[src/rtl/mem_tracker_if.sv]
// ============================================================================
// mem_tracker_if
// ----------------------------------------------------------------------------
// Scan / flush bus between the scanner subsystem and the occupancy tracker.
// master: the scanner side driving scan pulses, flush requests, link ready.
// slave : the tracker reporting occupancy, status and flush grants.
// Optional overflow-counter bus present only with MEMTRACK_OVF_CNT_EN.
// Revision: 1.0 - initial release
// ============================================================================
`default_nettype none

interface mem_tracker_if #(
  parameter int NCH = 4,
  parameter int W   = 8
);
  logic [NCH-1:0]   scan;
  logic [NCH-1:0]   flush_req;
  logic             link_ready;
  logic [NCH*W-1:0] mem_used;
  logic [NCH-1:0]   full;
  logic [NCH-1:0]   empty;
  logic [NCH-1:0]   almost_full;
  logic [NCH-1:0]   flush_grant;
  logic [W-1:0]     flush_amt;
`ifdef MEMTRACK_OVF_CNT_EN
  logic [NCH*8-1:0] ovf_cnt;

  modport master (
    output scan, flush_req, link_ready,
    input  mem_used, full, empty, almost_full, flush_grant, flush_amt, ovf_cnt
  );
  modport slave (
    input  scan, flush_req, link_ready,
    output mem_used, full, empty, almost_full, flush_grant, flush_amt, ovf_cnt
  );
`else
  modport master (
    output scan, flush_req, link_ready,
    input  mem_used, full, empty, almost_full, flush_grant, flush_amt
  );
  modport slave (
    input  scan, flush_req, link_ready,
    output mem_used, full, empty, almost_full, flush_grant, flush_amt
  );
`endif
endinterface

`default_nettype wire

[src/rtl/mem_tracker.sv]
// ============================================================================
// mem_tracker
// ----------------------------------------------------------------------------
// Multi-channel scan-memory occupancy tracker. One saturating counter per
// channel, +1 per scan cycle, drained STEP units at a time through a single
// shared flush link arbitrated round-robin. Full / empty / almost-full are
// decoded straight from the registered occupancy.
// Optional feature macro: MEMTRACK_OVF_CNT_EN (per-channel 8-bit sticky count
// of scans rejected because the channel was full).
// Revision: 1.0 - initial release
// ============================================================================
`default_nettype none

module mem_tracker #(
  parameter int NCH       = 4,
  parameter int W         = 8,
  parameter int CAP       = 100,
  parameter int STEP      = 3,
  parameter int AF_THRESH = 90
) (
  input  logic          clk,
  input  logic          reset,
  mem_tracker_if.slave  bus_if
);

  localparam int PW = (NCH > 1) ? $clog2(NCH) : 1;
  localparam logic [W-1:0]  c_cap     = W'(CAP);
  localparam logic [W-1:0]  c_step    = W'(STEP);
  localparam logic [W-1:0]  c_af      = W'(AF_THRESH);
  localparam logic [PW-1:0] c_rr_init = PW'(NCH - 1);

  typedef enum logic [0:0] {
    ARB_IDLE  = 1'b0,
    ARB_GRANT = 1'b1
  } arb_state_t;

  logic [W-1:0]   used_q [NCH];
  logic [W-1:0]   used_d [NCH];
  logic [W-1:0]   w_dec  [NCH];
  logic [NCH-1:0] w_elig;

  arb_state_t     arb_state_q;
  logic [PW-1:0]  rr_ptr_q;
  logic [NCH-1:0] grant_q;
  logic [W-1:0]   amt_q;

  logic           w_gnt_vld;
  logic [PW-1:0]  w_gnt_idx;
  logic [PW-1:0]  w_cand;
  logic [W-1:0]   w_amt;

  // Round-robin pick: first eligible channel after the last one served.
  always_comb begin
    w_gnt_vld = 1'b0;
    w_gnt_idx = '0;
    w_cand    = '0;
    for (int k = 1; k <= NCH; k++) begin
      w_cand = PW'((int'(rr_ptr_q) + k) % NCH);
      if (!w_gnt_vld && bus_if.link_ready && w_elig[w_cand]) begin
        w_gnt_vld = 1'b1;
        w_gnt_idx = w_cand;
      end
    end
    w_amt = w_gnt_vld ? w_dec[w_gnt_idx] : '0;
  end

  generate
    for (genvar i = 0; i < NCH; i++) begin : g_ch
      logic w_inc;

      // A scan is only accepted on the pre-update value, so a same-cycle
      // flush on a full channel never lets the scan in.
      assign w_inc     = bus_if.scan[i] & (used_q[i] < c_cap);
      assign w_elig[i] = bus_if.flush_req[i] & (used_q[i] != '0);
      assign w_dec[i]  = (w_gnt_vld && (w_gnt_idx == PW'(i)))
                       ? ((used_q[i] < c_step) ? used_q[i] : c_step)
                       : '0;
      assign used_d[i] = used_q[i] + W'(w_inc) - w_dec[i];

      assign bus_if.mem_used[i*W +: W] = used_q[i];
      assign bus_if.full[i]            = (used_q[i] == c_cap);
      assign bus_if.empty[i]           = (used_q[i] == '0);
      assign bus_if.almost_full[i]     = (used_q[i] >= c_af);

`ifdef MEMTRACK_OVF_CNT_EN
      logic [7:0] ovf_q;

      // Sticky, saturating count of scans rejected on a full channel.
      always_ff @(posedge clk) begin
        if (reset) begin
          ovf_q <= '0;
        end else if (bus_if.scan[i] && (used_q[i] == c_cap) && (ovf_q != 8'hFF)) begin
          ovf_q <= ovf_q + 8'd1;
        end
      end

      assign bus_if.ovf_cnt[i*8 +: 8] = ovf_q;
`endif
    end
  endgenerate

  // Occupancy registers for all channels.
  always_ff @(posedge clk) begin
    if (reset) begin
      for (int i = 0; i < NCH; i++) used_q[i] <= '0;
    end else begin
      for (int i = 0; i < NCH; i++) used_q[i] <= used_d[i];
    end
  end

  // Arbiter state, rotation pointer and registered grant/amount outputs.
  always_ff @(posedge clk) begin
    if (reset) begin
      arb_state_q <= ARB_IDLE;
      rr_ptr_q    <= c_rr_init;
      grant_q     <= '0;
      amt_q       <= '0;
    end else if (w_gnt_vld) begin
      arb_state_q <= ARB_GRANT;
      rr_ptr_q    <= w_gnt_idx;
      grant_q     <= NCH'(1) << w_gnt_idx;
      amt_q       <= w_amt;
    end else begin
      arb_state_q <= ARB_IDLE;
      grant_q     <= '0;
      amt_q       <= '0;
    end
  end

  assign bus_if.flush_grant = (arb_state_q == ARB_GRANT) ? grant_q : '0;
  assign bus_if.flush_amt   = (arb_state_q == ARB_GRANT) ? amt_q   : '0;

endmodule

`default_nettype wire
[src/flat_wrapper.sv]
// flat-port wrapper written by rule: the top's interface ports become plain ports
module mem_tracker_flat 
#(
  parameter int NCH       = 4,
  parameter int W         = 8,
  parameter int CAP       = 100,
  parameter int STEP      = 3,
  parameter int AF_THRESH = 90
)
  (clk, reset, bus_if_scan, bus_if_flush_req, bus_if_link_ready, bus_if_mem_used, bus_if_full, bus_if_empty, bus_if_almost_full, bus_if_flush_grant, bus_if_flush_amt);
  mem_tracker_if #(.NCH(NCH), .W(W)) bus_if_i ();
  input  logic clk;
  input  logic reset;
  input wire logic [$bits(bus_if_i.scan)-1:0] bus_if_scan;
  input wire logic [$bits(bus_if_i.flush_req)-1:0] bus_if_flush_req;
  input wire logic [$bits(bus_if_i.link_ready)-1:0] bus_if_link_ready;
  output wire logic [$bits(bus_if_i.mem_used)-1:0] bus_if_mem_used;
  output wire logic [$bits(bus_if_i.full)-1:0] bus_if_full;
  output wire logic [$bits(bus_if_i.empty)-1:0] bus_if_empty;
  output wire logic [$bits(bus_if_i.almost_full)-1:0] bus_if_almost_full;
  output wire logic [$bits(bus_if_i.flush_grant)-1:0] bus_if_flush_grant;
  output wire logic [$bits(bus_if_i.flush_amt)-1:0] bus_if_flush_amt;
  assign bus_if_i.scan = bus_if_scan;
  assign bus_if_i.flush_req = bus_if_flush_req;
  assign bus_if_i.link_ready = bus_if_link_ready;
  assign bus_if_mem_used = bus_if_i.mem_used;
  assign bus_if_full = bus_if_i.full;
  assign bus_if_empty = bus_if_i.empty;
  assign bus_if_almost_full = bus_if_i.almost_full;
  assign bus_if_flush_grant = bus_if_i.flush_grant;
  assign bus_if_flush_amt = bus_if_i.flush_amt;
  mem_tracker #(.NCH(NCH), .W(W), .CAP(CAP), .STEP(STEP), .AF_THRESH(AF_THRESH)) u_core (.clk(clk), .reset(reset), .bus_if(bus_if_i));
endmodule
[config.mk]
export PLATFORM = sky130hd
export DESIGN_NAME = mem_tracker_flat
export DESIGN_NICKNAME = d
export VERILOG_FILES = /design/src/rtl/mem_tracker_if.sv /design/src/rtl/mem_tracker.sv /design/src/flat_wrapper.sv
export SDC_FILE = /design/constraint.sdc
export NUM_CORES = 1
export LEC_CHECK = 0
export ABC_AREA = 0
export CORE_MARGIN = 3
export CORE_UTILIZATION = 43
export CTS_CLUSTER_DIAMETER = 100
export DETAILED_ROUTE_END_ITERATION = 10
export PLACE_DENSITY_LB_ADDON = 0.05
export SETUP_SLACK_MARGIN = 0.2
export SLEW_MARGIN = 5
export SYNTH_ARGS = -nofsm -noshare
export SYNTH_HDL_FRONTEND = slang
export SYNTH_SLANG_ARGS = --single-unit
[constraint.sdc]
create_clock -name clk -period 13.1 [get_ports clk]
set_input_delay 1.965 -clock clk [delete_from_list [all_inputs] [get_ports clk]]
set_output_delay 1.965 -clock clk [all_outputs]
set_load 0.01 [all_outputs]
After elaboration in Yosys (flattened, before gate mapping):

Memory sizes are Yosys's and may differ from the RTL's.
Index checks and enable logic that the tools add are counted.

* register bits after elaboration: 15
* bits in writable memories: 32
* input port bits: 11
* memories: 1

* add/sub/neg operators: 12
* order comparisons: 17
* equality and inequality tests: 7
* shift operators: 1
* muxes and demuxes: 37
* bitwise logic cells: 14
* reductions and logical operators: 24

Memories
* u_core.used_q: words 4, width 8, rd ports 4, clocked after memory_dff 0, wr ports 4, RTL line mem_tracker.sv:37 `logic [W-1:0] used_q [NCH];`

Operator list (count)
* $mux 8: 15
* $add 8x1->8: 4
* $eq 8x7->1 const B: 4
* $ge 8x7->1 const B: 4
* $logic_not 8->1: 4
* $lt 8x2->1 const B: 4
* $lt 8x7->1 const B: 4
* $reduce_bool 8->1: 4
* $sub 8x8->8: 4
* $bmux 8 s2: 1
* $lt 2x3->1 const B: 4
* $mux 1: 12
* $logic_and 1x1->1: 11
* $and 1x1->1: 8
* $bmux 1 s2: 4
* $mux 2: 4
* $add 2x1->2 const B: 2
* $add 2x2->2 const B: 2
* $eq 2x2->1 const B: 2
* $mux 4: 1
* $or 1x1->1: 4
* $shl 1x2->4 const A: 1
* $ge 3x3->1 const B: 1
* $logic_not 1->1: 3
* 5 further kinds: 5

Logic depth before layout (Yosys ltp):

Gate-level depths: netlist of the first run.

* word-level depth: 24
* mapped depth: 24

Least setup slack after synthesis of the first run:

No wires, ideal clock.

* path kind: input port to flip-flop
* start point: input bus_if_flush_req[1]
* end point: memory u_core.used_q[0][7]
* data arrival time: 5.345 ns
* data required time: 12.972 ns
* slack: 7.627 ns
* cell stages on the path: 18
* buffers on the path: 1
* cell sequence: a21boi_0 > a2bb2oi_2 > a21oi_1 > o211ai_4 > or2_0 > buf_2 > or3_4 > or2_1 > ha_1 > ha_1 > a21o_1 > a21oi_1 > o21bai_1 > a21oi_1 > o21bai_1 > a21oi_1 > xnor2_1 > nor2_1

RTL lines
* from (decl): RTL line flat_wrapper.sv:15 `input wire logic [$bits(bus_if_i.flush_req)-1:0] bus_if_flush_req;`
* to (decl): RTL line mem_tracker.sv:37

==> results.toml, run 1 <==
[setup_path]
cp_slowest_stage_delay_ns = 0.58
path_cells = "clkdlybuf4s50_1 > nor2b_1 > nand2_1 > a2bb2oi_2 > a21oi_1 > o211ai_4 > or2_0 > or3_4 > or2_1 > ha_1 > ha_1 > a21o_1 > a21oi_1 > o21bai_1 > a21oi_1 > o21bai_1 > a21oi_1 > xnor2_1 > nor2_1"
crit_fanout = 9
crit_arrival_ns = 6.28
crit_path_frequent_cell = "a21oi_1"
critical-path-slowest-cell = "clkdlybuf4s50_1"
critical_path_class = "in2reg"
crit_required_ns = 13.29
end_kind = "flip-flop"
start_kind = "input port"

[finish]
leading_cell_type_in_the_layout_fill_and_taps_excluded = "clkdlybuf4s50_1"
drive_gt1_share_pct = 5.83
fin_util_pct = 56.0
diodes = 0
design.final.nets = 607
most-common-layout-cells = "clkdlybuf4s50_1, nor2_1, ha_1"
area_growth_syn_to_layout_pct = 23.5

[placed_design]
buffer_ports.inserted = 66
post-dp-hpwl_um = 7130
place_congestion = 0.816

[yosys]
synth.yosys.seq_area_share_pct = 24.6
synth-main-ff-cell = "dfxtp_1"
mappedNetlistArea_mm2 = 0.00382
synth_largest_type_area_fraction_pct = 24.6
synth-edff-count = 0
post_synth_num_cell_types = 64
ys_warn_count = 0
avgSynthCellArea_um2 = 8.38
post_syn_instances = 456
dominant_cell_type_by_area_after_synthesis = "dfxtp_1"
yosys-top-cells-area = "dfxtp_1, ha_1, nor2_1"
ys_ff_latch = 47
async_reset_ff_share_pct = 0

[global_routing]
grt_overflow = 0
antenna_found_initial = 0
maximum_number_of_pins_on_one_net_before_global_route_repair = 44
grt_pass1_vias = 3194
grt_first_pass_wirelength_um = 14900
gr-usage-all-layers_pct = 18.2

[outcome]
outcome = "finished, final reports clean"

[routing]
drt_pass1_iterations = 4
detail_route.iter0.violations = 115
route.vias.total = 3343
route.antenna.remaining_nets = 0
drt-total-wl_um = 8900
wl_per_cell_um = 14.0
drt_drc_violations_left = 0
vias_per_cell = 5.25

[cts]
clock_tree.htree_level_count = 2
tritoncts_sinks = 47
clk_transition_reported_paths_ns = 0.10
cts_root_buffer = "clkbuf_8"
cts_resized = 0
cts_tree = "yes"
clk-insertion-delay-late_ns = 0.31
cts-root-to-sink-buffers = 2
hold_buffers = 0
cts_buffers = 5
postCtsSetupRepairBufs = 0

[timing]
timing.clock.skew_ns = 0.0102
rsz_0062_raised_after_global_routing = "false"
timing.hold.ws_ns = 0.577
report.final.setup_viol = 0
period_minus_slack_ns = 6.09
timing.slew.headroom_pct = 50.9
tightestPinTransition_ns = 0.731
clock.fmax_mhz = 164
finalSetupTns_ns = 0
finalHoldViolations = 0
slew_viol_final = 0
timing.final.crit_share_pct = 46.5

[floorplan]
die-height_um = 100
initial_core_util_pct = 45.4
design.die.area_mm2 = 0.0101
die_x_um = 100
fp.coreArea_mm2 = 0.00842
core.rowCount = 33
boundaryPins = 67

[pwr]
power-per-cell-area_mw_per_mm2 = 264
ir_drop_uv = 114
p_leak_nw = 2.13

[hold_path]
hp-class = "reg2reg"

[job]
max-cap-violations = 0
## sequential cells by signal, indices dropped and copies added (netlist names)
| name | count |
|---|---|
| u_core.amt_q | 8 |
| u_core.arb_state_q | 1 |
| u_core.grant_q | 4 |
| u_core.rr_ptr_q | 2 |
| u_core.used_q | 32 |
## area by class of cell
| cell class | instances | area (um2) |
|---|---|---|
| clock buffer | 6 | 82.6 |
| clock inverter | 2 | 16.3 |
| fill | 848 | 3700 |
| inverter | 38 | 143 |
| multi-input combinational | 372 | 2740 |
| sequential | 47 | 941 |
| tap | 105 | 131 |
| timing repair buffer | 67 | 668 |
## cells in the mapped netlist (2+ instances only)
| master | n |
|---|---|
| mux2_4 | 2 |
| a211o_1 | 2 |
| and3_1 | 9 |
| or3_1 | 4 |
| nor2b_1 | 15 |
| xor2_1 | 4 |
| a21o_1 | 4 |
| o31ai_1 | 2 |
| nor4_2 | 2 |
| o21ai_1 | 3 |
| or4_1 | 3 |
| or4b_4 | 2 |
| xnor2_1 | 16 |
| o31a_1 | 2 |
| nand2_1 | 30 |
| clkbuf_1 | 8 |
| or2_2 | 2 |
| o211ai_1 | 5 |
| ha_1 | 61 |
| o211a_1 | 6 |
| dfxtp_1 | 47 |
| nand2b_1 | 9 |
| o32ai_1 | 2 |
| nand3_1 | 5 |
| o21ai_0 | 10 |
| inv_1 | 38 |
| nor4b_2 | 2 |
| and2_1 | 13 |
| o21bai_1 | 8 |
| mux2i_1 | 2 |
| nor2_1 | 61 |
| or3b_2 | 2 |
| nor3_1 | 9 |
| o2111ai_1 | 2 |
| nor4_1 | 6 |
| a21oi_1 | 24 |
| fa_1 | 4 |
| a21boi_0 | 3 |
| nand4_1 | 2 |
## per-layer routing
metal  track usage, %  routed length, um  vias to the layer above  part of all wire [%]
li1                 -                  -                     1740                     -
met1             24.8               4310                     1530                    48
met2             29.7               4140                       60                    47
met3             3.06                323                       13                   3.6
met4             4.56                132                        0                   1.5
met5                0                  0                        -                     0
## power by group
| group | total, mW | switching [mW] | internal (mW) |
|---|---|---|---|
| Sequential | 0.278 | 0.0783 | 0.200 |
| Combinational | 0.874 | 0.453 | 0.421 |
| Clock | 0.0962 | 0.0530 | 0.0432 |
## stage by stage
stage | power, mW | area [um2] | cells | setup WS [ns]
3_5_place_dp | 1.16 | 4620 | 629 | 6.67
3_3_place_gp | 1.14 | 4620 | 629 | 6.78
5_1_grt | 1.38 | 4720 | 637 | 6.58
6_report | 1.25 | 4720 | 637 | 7.01
4_1_cts | 1.26 | 4720 | 637 | 7.00
2_1_floorplan | 0.897 | 3860 | 467 | 7.63
## cell families (layout without fill, tap and decap cells)
kind of cell | after synthesis | in the layout | synth area share, %
AO/OA/AOI/OAI | 89 | 89 | 17.4
AND/OR/NAND/NOR | 182 | 182 | 25.1
adder cells (fa/ha/maj) | 65 | 65 | 22.1
other | 1 | 12 | 0.0981
buffers and inverters | 48 | 113 | 4.85
XOR/XNOR | 20 | 20 | 4.58
flip-flops | 47 | 47 | 24.6
multiplexers | 4 | 4 | 1.31
## worst max-delay path, delay by kind of cell
family          cells  cell delay, ns
compound gates      9            1.56
simple gates        6            1.46
xor+xnor            1            0.13
buf+inv             1            0.58
fa+ha+maj           2            0.59
## path summary, 6_finish.rpt
kind / from / end / slack, ns / depth (start not counted)
worst max-delay path: bus_if_link_ready / u_core.used_q[0][7] / 7.01 / 19
worst min-delay path: u_core.used_q[0][31] / u_core.amt_q[7] / 0.58 / 2
worst max register to register: u_core.used_q[0][23] / u_core.used_q[0][7] / 8.17 / 20
worst min register to register: u_core.used_q[0][31] / u_core.amt_q[7] / 0.58 / 2
Note: power is estimated with default switching activity, not from simulation.
==> inputs of run 2 (changes only) <==
Clock period 13.1 ns to 6.29 ns, I/O delays scaled along.
==> run 2 against run 1 <==
  * Clock power increased to 2.5 times the previous value
  * Worst hold slack improved by 0.0085 ns
  * Non-clock buffer count did not move
  * Core utilization grew 0.27 points
  * Via count is 0.93% higher
  * Die area unchanged
  * First-iteration DRC count did not move
==> results.toml, run 2 (synthesized netlist as in run 1, its figures left out) <==
[outcome]
outcome = "finished, final reports clean"

[floorplan]
die-height_um = 100
initial_core_util_pct = 45.4
die_x_um = 100
boundaryPins = 67
core.rowCount = 33
design.die.area_mm2 = 0.0101
fp.coreArea_mm2 = 0.00842

[setup_path]
crit_arrival_ns = 5.27
reg2reg_to = "u_core.used_q[0][31]"
setup.worst_path.start = "bus_if_link_ready"
worst_r2r_setup_slack_ns = 1.33
critical_path_class = "in2reg"
crit_fanout = 9
crit_required_ns = 6.48
start_kind = "input port"
end_kind = "flip-flop"
depth_of_the_most_critical_reg_to_reg_path = 19
beginning_of_the_worst_register_to_register_path = "u_core.used_q[0][15]"

[pwr]
power.switching_mw = 1.23
ir_drop_uv = 245
power-per-cell-area_mw_per_mm2 = 559
p_seq_share_pct = 21.9
p_leak_nw = 2.14
internal_power_mw = 1.42
swShare_pct = 46.3
pwr-share-clk_pct = 9.2
gate_power_share_pct = 68.9

[timing]
timing.hold.ws_ns = 0.586
clock.fmax_mhz = 197
timing.clock.skew_ns = 0.0106
tightestPinTransition_ns = 0.741
timing.slew.headroom_pct = 50.2
period_minus_slack_ns = 5.08
finalHoldViolations = 0
slew_viol_final = 0
report.final.setup_viol = 0
finalSetupTns_ns = 0
rsz_0062_raised_after_global_routing = "false"
timing.final.crit_share_pct = 80.7
postLayoutSetupSlackWorst_ns = 1.21

[routing]
route.vias.total = 3374
route.antenna.remaining_nets = 0
wl_per_cell_um = 14.2
drt_drc_violations_left = 0
vias_per_cell = 5.30
drt-total-wl_um = 9060
detail_route.iter0.violations = 115
drt_pass1_iterations = 4

[cts]
cts_root_buffer = "clkbuf_8"
clk-insertion-delay-late_ns = 0.31
tritoncts_sinks = 47
cts_tree = "yes"
cts-root-to-sink-buffers = 2
cts_buffers = 5
postCtsSetupRepairBufs = 0
clk_transition_reported_paths_ns = 0.10
cts_resized = 0
hold_buffers = 0
clock_tree.htree_level_count = 2

[hold_path]
min_delay_path_depth = 2
min_to = "u_core.amt_q[7]"
hp-start = "u_core.used_q[0][31]"
hp-class = "reg2reg"

[finish]
flip_flop_count_of_the_largest_register_after_layout = 32
fin_util_pct = 56.3
design_area_mm2 = 0.00474
leading_cell_type_in_the_layout_fill_and_taps_excluded = "clkdlybuf4s50_1"
design.final.nets = 607
area_growth_syn_to_layout_pct = 24.1
diodes = 0
drive_gt1_share_pct = 5.83
layout_top_registers = "u_core.used_q: 32 flops, u_core.amt_q: 8 flops, u_core.grant_q: 4 flops"
most-common-layout-cells = "clkdlybuf4s50_1, nor2_1, ha_1"
registers.top_by_ff_count = "u_core.used_q"

[global_routing]
antenna_found_initial = 0
grt_first_pass_wirelength_um = 14900
grt_overflow = 0
maximum_number_of_pins_on_one_net_before_global_route_repair = 44
grt_pass1_vias = 3194
gr-usage-all-layers_pct = 18.0

[job]
max-cap-violations = 0

[placed_design]
post-dp-hpwl_um = 7160
placement.cell_area_mm2 = 0.00462
buffer_ports.inserted = 66
detailedPlace.worstSlack_ns = 0.894
place_congestion = 0.816
-- run 2: cell count changes in the layout (fill, tap and decap cells not counted), sizes merged --
cell | before | now
clkinv | 1 | 0
clkinvlp | 1 | 0
bufinv | 0 | 1
inv | 38 | 39
-- run 2: metal layers --
layer  GRT usage [%]  vias up  wire [um]
li1                -     1737          -
met1            24.5     1566       4390
met3            2.71        8        338
met4            4.15        0         93
met2            30.2       63       4240
met5               0        -          0
-- run 2: per-stage QoR --
step / power [mW] / std cells
CTS: 2.67 / 637
detailed placement: 2.42 / 629
global placement: 2.38 / 629
floorplan: 1.87 / 467
finish: 2.65 / 637
global route: 2.92 / 637
-- run 2: how the worst max path moves through the flow --
| stage | cells after the start | end | slack (ns) |
|---|---|---|---|
| final | 19 | u_core.used_q[0][7] | 1.21 |
| after global routing | 21 | u_core.used_q[0][23] | 0.81 |
| after CTS | 19 | u_core.used_q[0][7] | 1.22 |
| after detailed placement | 19 | u_core.used_q[0][7] | 0.89 |
| after global placement | 19 | u_core.used_q[0][7] | 0.99 |
| after floorplan | 21 | u_core.used_q[0][7] | 1.79 |
-- run 2: area by class of cell --
type | count | area, um2
Sequential cell | 47 | 941
Clock inverter | 2 | 38.8
Timing Repair Buffer | 67 | 668
Inverter | 38 | 143
Tap cell | 105 | 131
Fill cell | 846 | 3680
Clock buffer | 6 | 82.6
Multi-Input combinational cell | 372 | 2740
-- run 2: critical path, stage by stage --
cell and delay [ns]:
clkdlybuf4s50_1 0.58, nor2b_1 0.21, nand2_1 0.10, a2bb2oi_2 0.18, a21oi_1 0.26, o211ai_4 0.14, or2_0 0.38, or3_4 0.47
or2_1 0.24, ha_1 0.30, ha_1 0.30, a21o_1 0.18, a21oi_1 0.22, o21bai_1 0.09, a21oi_1 0.22, o21bai_1 0.08
a21oi_1 0.17, xnor2_1 0.13, nor2_1 0.05
-- run 2: power groups by stage --
stage / sequential [mW] / clock, mW / combinational, mW
CTS: 0.581 / 0.251 / 1.84
finish: 0.580 / 0.244 / 1.83
floorplan: 0.563 / 0 / 1.31
global route: 0.602 / 0.259 / 2.06
detailed placement: 0.588 / 0 / 1.83
global placement: 0.584 / 0 / 1.79
==> edit: new RTL, settings of run 1 <==
`NCH` is set to 4 in 3 places; all go to 8.
--- a/src/rtl/mem_tracker_if.sv
+++ b/src/rtl/mem_tracker_if.sv
@@ -10,7 +10,7 @@
 `default_nettype none
 
 interface mem_tracker_if #(
-  parameter int NCH = 4,
+  parameter int NCH = 8,
   parameter int W   = 8
 );
   logic [NCH-1:0]   scan;
--- a/src/rtl/mem_tracker.sv
+++ b/src/rtl/mem_tracker.sv
@@ -12,7 +12,7 @@
 `default_nettype none
 
 module mem_tracker #(
-  parameter int NCH       = 4,
+  parameter int NCH       = 8,
   parameter int W         = 8,
   parameter int CAP       = 100,
   parameter int STEP      = 3,
--- a/src/flat_wrapper.sv
+++ b/src/flat_wrapper.sv
@@ -1,7 +1,7 @@
 // flat-port wrapper written by rule: the top's interface ports become plain ports
 module mem_tracker_flat 
 #(
-  parameter int NCH       = 4,
+  parameter int NCH       = 8,
   parameter int W         = 8,
   parameter int CAP       = 100,
   parameter int STEP      = 3,
Ports: changed (7 resized); port bits go from 67 to 123. No check against the original RTL was run, so the function may have changed too.
==> edit against run 1 <==
- worst setup slack got worse by 1.3 ns
- count of clock-buffer cells in the layout increased by 5
- largest cell class unchanged
- largest power group unchanged
- power grew 140%
- sequential cell count up 37
- synthesized cell count increased by 110%
- routed wire length increased to 2.6 times the old value
- synthesized area rose by 110%
- cell area increased by 110%
==> edit: results (changes against run 1) <==
Outcome: finished clean (unchanged)
Inverters: 77 (was 38)
Grt met2 use: 38.30% (was 29.71%)
Slew HR: 41.65% (was 50.90%)
Clk_skew: 0.01249 ns (was 0.01017 ns)
VDD IR max: 0.0001425 V (was 0.0001141 V)
Routed length on met3: 1.074 mm (was 323 µm)
Sequential share of the synthesized area: 21.31% (was 24.62%)
Crit-path slowest cell: nor4_2 (was clkdlybuf4s50_1)
Final HPWL DP: 18.26 mm (was 7.133 mm)
First-pass GRT wire length: 37.49 mm (was 14.93 mm)
CP Launch Point: bus_if_flush_req[3] (was bus_if_link_ready)
Layout clock area frac: 3.369% (was 2.095%)
Hold_sp: u_core.used_q[0][58]$_SDFF_PP0_ (was u_core.used_q[0][31]$_SDFF_PP0_)
Non-CTS buffers: 128 (was 67)
Multi-input combinational area share: 60.38% (was 58.00%)
# clk buffers: 11 (was 6)
Pin count of the biggest net entering global routing: 75 (was 44)
Worst R2R Path Depth: 24 (was 20)
#MultiIn Comb: 796 (was 372)
Share of layout cells above drive strength 1: 6.085% (was 5.827%)
Worst path arrival time: 7.56 ns (was 6.28 ns)
Xor-xnor portion of the synthesized cell area: 5.217% (was 4.584%)
Num CTS Buffers: 9 (was 5)
Sequential cell area: 1682 µm² (was 940.9 µm²)
R2R setup slack: 6.09 ns (was 8.17 ns)
Seq cells: 84 (was 47)
R2r startpoint: u_core.rr_ptr_q[1]$_SDFFE_PP1P_ (was u_core.used_q[0][23]$_SDFF_PP0_)
Synth area leaders: dfxtp_1, ha_1, nor2_1 (unchanged)
Area share of buffers outside the clock network: 13.01% (was 14.16%)
Routability Congestion: 0.9279 (was 0.8163)
Commonest cells post-synth: ha_1, nor2_1, dfxtp_1 (unchanged)
Vias in the first global route: 7180 (was 3194)
Slowest Stage Delay on Critical Path: 0.70 ns (was 0.58 ns)
LEAKAGE: 4.442 nW (was 2.129 nW)
Area share of fa/ha/maj cells after synthesis: 21.54% (was 22.07%)
Root Buffer: clkbuf_16 (was clkbuf_8)
Hold Path End: u_core.amt_q[2]$_SDFF_PP0_ (was u_core.amt_q[7]$_SDFF_PP0_)
Nets: 1246 (was 607)
Hold depth: 1 (was 2)
Switching Fraction: 49.13% (was 46.81%)
## edit: cell count changes after synthesis, sizes merged, moves of 18 or more
cell,change
a21o,+33
a21oi,+24
dfxtp,+37
ha,+62
inv,+39
nand2,+29
nor2,+39
nor3,+18
o21ai,+32
xnor2,+20
## edit: logic make-up (layout without fill, tap and decap cells)
family | Yosys count | in the layout
fa+ha+maj | 131 | 131
flops | 84 | 84
other cells | 1 | 28
compound gates | 224 | 224
xor+xnor | 47 | 47
mux | 16 | 16
buf+inv | 107 | 221
simple gates | 350 | 350
## edit: per-stage QoR
| stage | total power, W | cells | cell area, µm² | worst slack (ns) |
|---|---|---|---|---|
| CTS | 0.002995 | 1326 | 9692 | 5.768 |
| floorplan | 0.002051 | 987 | 7991 | 6.533 |
| finish | 0.002989 | 1326 | 9692 | 5.744 |
| global route | 0.003281 | 1326 | 9692 | 5.182 |
| global placement | 0.002687 | 1310 | 9365 | 5.502 |
| detailed placement | 0.002691 | 1310 | 9365 | 5.391 |
